===== config.mk =====
export PLATFORM = sky130hd
export DESIGN_NAME = pc_sequencer
export DESIGN_NICKNAME = d
export VERILOG_FILES = /design/src/rtl/pc_sequencer.sv
export SDC_FILE = /design/constraint.sdc
export NUM_CORES = 1
export LEC_CHECK = 0
export BUFFER_PORTS_ARGS = -buffer_cell sky130_fd_sc_hd__buf_2
export CORE_MARGIN = 5
export CORE_UTILIZATION = 30
export DETAILED_ROUTE_END_ITERATION = 6
export PLACE_DENSITY = 0.54
export SLEW_MARGIN = 25
export SYNTH_ARGS = -nofsm -noshare
export SYNTH_HDL_FRONTEND = slang
export SYNTH_SLANG_ARGS = --single-unit

===== constraint.sdc =====
create_clock -name CLK -period 1.7 [get_ports CLK]
set_input_delay 0.34 -clock CLK [delete_from_list [all_inputs] [get_ports CLK]]
set_output_delay 0.34 -clock CLK [all_outputs]
set_load 0.02 [all_outputs]

===== src/rtl/pc_sequencer.sv =====
// Instruction-fetch sequencer: owns the PC and time-shares an external
// 32-bit adder between PC+4 and branch-target computation.
module pc_sequencer #(
    parameter logic [31:0] RESET_PC = 32'h0000_0000,
    parameter logic [31:0] INC      = 32'd4
) (
    input  logic        CLK,
    input  logic        RST,
    output logic [31:0] ADD_A,
    output logic [31:0] ADD_B,
    input  logic [31:0] ADD_Y,
    output logic        IM_REQ,
    output logic [31:0] IM_ADDR,
    input  logic        IM_ACK,
    input  logic [31:0] IM_DATA,
    output logic [31:0] INSTR,
    output logic        INSTR_VALID,
    input  logic        INSTR_READY,
    input  logic        JMP,
    input  logic [25:0] JMP_TARGET,
    input  logic        BR_TAKEN,
    input  logic [31:0] BR_OFFSET,
    output logic [31:0] PC
);

    typedef enum logic [1:0] {
        FETCH,
        ISSUE,
        BRANCH
    } state_t;

    state_t      state;
    logic [31:0] pc4;
    logic [31:0] br_off;

    // Request is masked during reset so an in-flight fetch is abandoned.
    assign IM_REQ  = (state == FETCH) && !RST;
    assign IM_ADDR = PC;

    always_comb begin
        ADD_A = 32'h0;
        ADD_B = 32'h0;
        unique case (state)
            ISSUE: begin
                ADD_A = PC;
                ADD_B = INC;
            end
            BRANCH: begin
                ADD_A = pc4;
                ADD_B = br_off << 2;
            end
            default: begin
                ADD_A = 32'h0;
                ADD_B = 32'h0;
            end
        endcase
    end

    always_ff @(posedge CLK) begin
        if (RST) begin
            state       <= FETCH;
            PC          <= RESET_PC;
            pc4         <= 32'h0;
            br_off      <= 32'h0;
            INSTR       <= 32'h0;
            INSTR_VALID <= 1'b0;
        end else begin
            unique case (state)
                FETCH: begin
                    if (IM_ACK) begin
                        INSTR       <= IM_DATA;
                        INSTR_VALID <= 1'b1;
                        state       <= ISSUE;
                    end
                end
                ISSUE: begin
                    if (INSTR_READY) begin
                        INSTR_VALID <= 1'b0;
                        pc4         <= ADD_Y;
                        // Jump takes priority over a simultaneous branch.
                        if (JMP) begin
                            PC    <= {ADD_Y[31:28], JMP_TARGET, 2'b00};
                            state <= FETCH;
                        end else if (BR_TAKEN) begin
                            br_off <= BR_OFFSET;
                            state  <= BRANCH;
                        end else begin
                            PC    <= ADD_Y;
                            state <= FETCH;
                        end
                    end
                end
                BRANCH: begin
                    PC    <= ADD_Y;
                    state <= FETCH;
                end
                default: state <= FETCH;
            endcase
        end
    end

endmodule


Word level (Yosys, flattened, before mapping)
Index checks and enable logic that the tools add are counted.
- output and inout port bits: 162
- input bits: 128
- word-level logic and storage cells: 37
- register bits after elaboration: 129
- reduce and logical (&&, ||, !) cells: 11
- muxes and demuxes: 14
- bitwise gates (word level): 1
- equality and inequality tests: 5
- operators by type and width (cell ; count):
    32-bit one-hot mux with 2 select lines ; 3
    32-bit 2-to-1 mux ; 3
    2-bit 2-to-1 mux ; 4
    2-bit AND reduction ; 3
    3-bit AND reduction ; 2
    2-bit inequality test, second input constant ; 2
    2-bit one-hot mux with 2 select lines ; 1
    4-bit AND reduction ; 1
    2-bit nonzero test ; 2
    3-bit inequality test, second input constant ; 1
    2-bit by 1-bit == test with 1-bit output, second input constant ; 1
    2-bit == test, second input constant ; 1
    2-bit logical NOT ; 1
    1-bit 2-to-1 mux ; 2
    1-bit one-hot mux with 2 select lines ; 1
    1-bit logical AND ; 1
    1-bit logical NOT ; 1
    1-bit inverter ; 1

Logic depth before layout (Yosys ltp)
- depth after elaboration: 4
- depth in mapped cells: 9
- mapped depth without buffers: 5

Worst setup path after synthesis
No wires, ideal clock.
- path kind: reg2out
- start: register state[1]
- end: output ADD_A[0]
- required time: 1.360 ns
- data arrival time: 1.439 ns
- cell stages (with the launch flop): 7
- setup slack: -0.079 ns
- buffers on the path: 2
- path through: dfxtp_1 -> inv_1 -> ha_1 -> buf_6 -> clkbuf_1 -> a22oi_1 -> nor2b_1
- word-level cells in the longest chain between the ends: 2
- elaborated cells between the ends (all ways): 3
- those cells by class: eq/ne (2); mux (1)
- RTL lines (what ; RTL line ; source):
    from (decl) ; 32 ; state_t state;
    from (signal assigned) ; 61 ; state <= FETCH;
    from (signal assigned) ; 73 ; state <= ISSUE;
    from (signal assigned) ; 83 ; state <= FETCH;
    2-bit == test or 2-bit by 1-bit == test with 1-bit output (tied branches) ; 43 ; unique case (state)
    32-bit one-hot mux with 2 select lines (*) ; 43 ;
    to (decl) ; 9 ; output logic [31:0] ADD_A,
Mark *: on every way between the ends. The rest lies on a longest branch, timed or not.

Worst setup path after layout
- start: register state[1]
- end: output ADD_A[28]
Same word-level chain as after synthesis.

==> metrics.md <==
| Metric | Value |
|---|---|
| Reg2reg setup slack | -0.22 ns |
| Row count | 51 |
| Initial antenna violation count | 1 |
| Clock root cell | clkbuf_16 |
| Outcome | finished with violations |
| Arrival time worst endpoint | 1.64 ns |
| Fmax | 504.7 MHz |
| Height of the die | 151.7 um |
| Worst-path clk slew | 0.06 ns |
| Switching portion of total power | 28.58% |
| All-layer global routing usage | 17.84% |
| Average wire per standard cell | 17.27 um |
| Level count of the clock H-tree | 4 |
| Initial core utilization | 30.75% |
| Post-CTS Hold Buffers | 0 |
| Worst setup slack after layout | -0.2813 ns |
| Detail Route Antenna Nets | 0 |
| Die outline width | 151.7 um |
| Combinational group share of total power | 18.4% |
| Reg2reg end | IM_ADDR[17] |
| Most common cell after layout, fill and taps aside | buf_2 |
| Startpoint types | register |
| Worst R2R Start | state[1] |
| Mean cell area of the mapped netlist | 8.230 um^2 |
| Cell depth of the worst min-delay path | 3 |
| Net Switching | 2.485 mW |
| Sequential share of power | 38.0% |
| Post-synthesis cell area | 6025 um^2 |
| Area after DPL | 7802 um^2 |
| Setup clock skew after layout | 0.006386 ns |
| Maximum number of pins on one net before global-route repair | 54 |
| Via count of the first global-routing pass | 5,762 |
| Layout-stage area growth over the synthesis result | 59.50% |
| Vias per Instance | 4.768 |
| P_int | 6.210 mW |
| Number of warnings printed during yosys synthesis | 0 |
| Path type of the worst min-delay path | in -> reg |
| Final standard cell count with taps included and fillers excluded | 1,271 |
| Number of DRC violations after detailed-routing iteration 0 | 257 |
| Area of the placeable core | 19,590 um^2 |
| Nature of the critical path endpoint | output port |
| Top-area cell type share of the netlist area | 42.87% |
| Filler instances | 1,884 |
| DP HPWL | 14,410 um |
| Clock buffer depth | 2 |
| Overflow left after global routing | 0 |
| # clock sinks | 129 |
| Cell type with the highest aggregate area in the netlist | dfxtp_1 |
| Reg2reg path depth | 8 |
| Most area-consuming cells after synthesis | dfxtp_1 (43%), nand2_1 (12%), a21oi_1 (8.1%) |
| CTS tree | done |
| Total number of vias | 6,060 |
| Routed wire length | 21,960 um |
| Max-cap violations | 0 |
| Final number of setup-violating endpoints | 90 |
| Count of unresolved DRC violations after routing | 0 |
| Minimum hold slack | 0.1582 ns |
| Violations in the final reports | negative setup slack |
| #FFs+latches synth | 129 |
| Buffers on Ports | 285 |
| Final period demand of the worst path | 1.981 ns |
| Unrepaired setup endpoints after global routing | true |
| Routability cong. | 0.7542 |
| Share of cells above drive strength 1 | 50.75% |
| CP Data Required Time | 1.36 ns |
| Cells after Synth | 732 |
| Skew-Pair Late Insertion Delay | 0.42 ns |
| Final layout net count | 1,125 |
| Number of cells in the design after placement | 1,222 |
| Total CTS buffers | 17 |
| Pwr Density | 904.9 nW/um^2 |
| Ports placed on the boundary | 290 |
| Final count of pins violating max slew | 0 |
| Number of detailed-routing iterations run before antenna repair | 4 |
| First-pass GRT wire length | 31,670 um |
| Sequential area share after synthesis | 42.87% |
| Number of distinct standard cells referenced by the synthesized netlist | 31 |
| Maximum fanout along the worst path | 8 |
| Hold Fails Final Rpt | 0 |
| Worst vdd ir | 0.5940 mV |
| Hold worst-path end | INSTR[28] |
| Leakage power summed over all cells | 4.006 nW |
| Min-Delay Startpoint | IM_DATA[28] |
| Ratio of final minimum period to clock period | 116.5% |
| Kind of critical path | reg -> out |
| Area of the die | 23,020 um^2 |
| Final non-filler cell area | 9609 um^2 |
| Post-Place Worst Slack | -0.02081 ns |
| Commonest cells after routing, fill and taps aside | buf_2 (221), nand2_1 (191), dfxtp_1 (127), a21oi_1 (97), buf_6 (66) |
| Utilization after layout | 49.05% |
| Clock network fraction of design power | 43.6% |
cells by family (layout without fill, tap and decap cells):
kind of cell    count (synthesis)  in the layout  share of synthesized area [%]
mux                            32             32                          5.317
compound gates                161            161                          18.61
other cells                     1              3                        0.06225
simple gates                  307            307                          23.07
buf+inv                        97            369                          9.034
flops                         129            129                          42.87
fa+ha+maj                       5              5                          1.038
flip-flops by register name, indices dropped and copies added (netlist names):
| signal | flops |
|---|---|
| br_off | 30 |
| pc4 | 32 |
| state | 2 |
| INSTR | 32 |
| IM_ADDR | 32 |
| INSTR_VALID | 1 |
final cells by class:
| type | count | area [um^2] | share of cell area (%) |
|---|---|---|---|
| timing repair buffer | 334 | 2615 | 27.21 |
| inverter | 3 | 18.77 | 0.1953 |
| clock buffer | 17 | 425.4 | 4.427 |
| sequential | 129 | 2590 | 26.95 |
| clock inverter | 15 | 181.4 | 1.888 |
| tap | 265 | 331.6 | 3.451 |
| antenna | 1 | 2.502 | 0.02604 |
| multi-input combinational | 507 | 3445 | 35.85 |
worst max-delay path, stage by stage, from the launching register on:
cell	delay [ns]
dfxtp_4	0.36
buf_6	0.12
ha_4	0.19
buf_12	0.16
a22oi_2	0.19
nor2b_2	0.07
buf_6	0.13
power by group through the flow:
stage	clock network [mW]	logic, mW	registers [mW]
after floorplan	0	0.728	3.46
after global placement	0	1.38	3.34
after detailed placement	0	1.38	3.35
after CTS	3.89	1.52	3.30
after global routing	4.02	1.73	3.32
final	3.79	1.60	3.30
synthesized netlist by cell type:
| library cell | number |
|---|---|
| a211oi_1 | 1 |
| a21o_1 | 2 |
| a21oi_1 | 98 |
| a21oi_2 | 1 |
| a221oi_1 | 6 |
| a221oi_2 | 20 |
| a22oi_1 | 32 |
| a31oi_1 | 1 |
| and2_1 | 30 |
| and2_4 | 1 |
| and4b_1 | 1 |
| buf_1 | 10 |
| buf_2 | 3 |
| buf_4 | 37 |
| buf_6 | 5 |
| clkbuf_1 | 39 |
| conb_1 | 1 |
| dfxtp_1 | 129 |
| ha_1 | 5 |
| inv_1 | 3 |
| mux2i_1 | 32 |
| nand2_1 | 191 |
| nand2b_1 | 14 |
| nand3_1 | 1 |
| nand4_1 | 1 |
| nand4b_1 | 1 |
| nor2_1 | 27 |
| nor2b_1 | 36 |
| nor3_1 | 1 |
| nor4bb_1 | 1 |
| or3b_1 | 2 |
routing by layer:
metal,GRT usage [%],part of all wire [%],vias up
li1,-,-,2959
met1,21.56,40,2840
met2,30.00,49,236
met3,6.127,9.3,23
met4,5.391,1.4,2
met5,0,0.059,-
worst max path at each step:
stage             start         to  slack (ns)  cells past startpoint
3_5_place_dp   state[1]  ADD_A[20]       -0.02                      6
3_3_place_gp   state[1]  ADD_A[20]       -0.02                      6
2_1_floorplan  state[0]   ADD_A[0]       0.003                      6
6_report       state[1]  ADD_A[28]       -0.28                      6
4_1_cts        state[1]   ADD_A[8]       -0.32                      7
5_1_grt        state[1]  ADD_A[27]       -0.34                      6
metrics by stage:
step | TNS, ns | power [mW]
final | -18.65 | 8.695
after global placement | -0.03854 | 4.722
after global routing | -24.70 | 9.065
after floorplan | 0 | 4.190
after detailed placement | -0.09555 | 4.731
after CTS | -20.38 | 8.709
what timing repair did:
| action | CTS | global route |
|---|---|---|
| resized for setup | 205 | 50 |
| cloned | 4 | 5 |
| endpoints found under the setup margin | 66 | 121 |
| buffers inserted | 9 | 2 |
| pin swaps | 26 | 22 |
No activity file was read; power rests on OpenSTA's default activity.
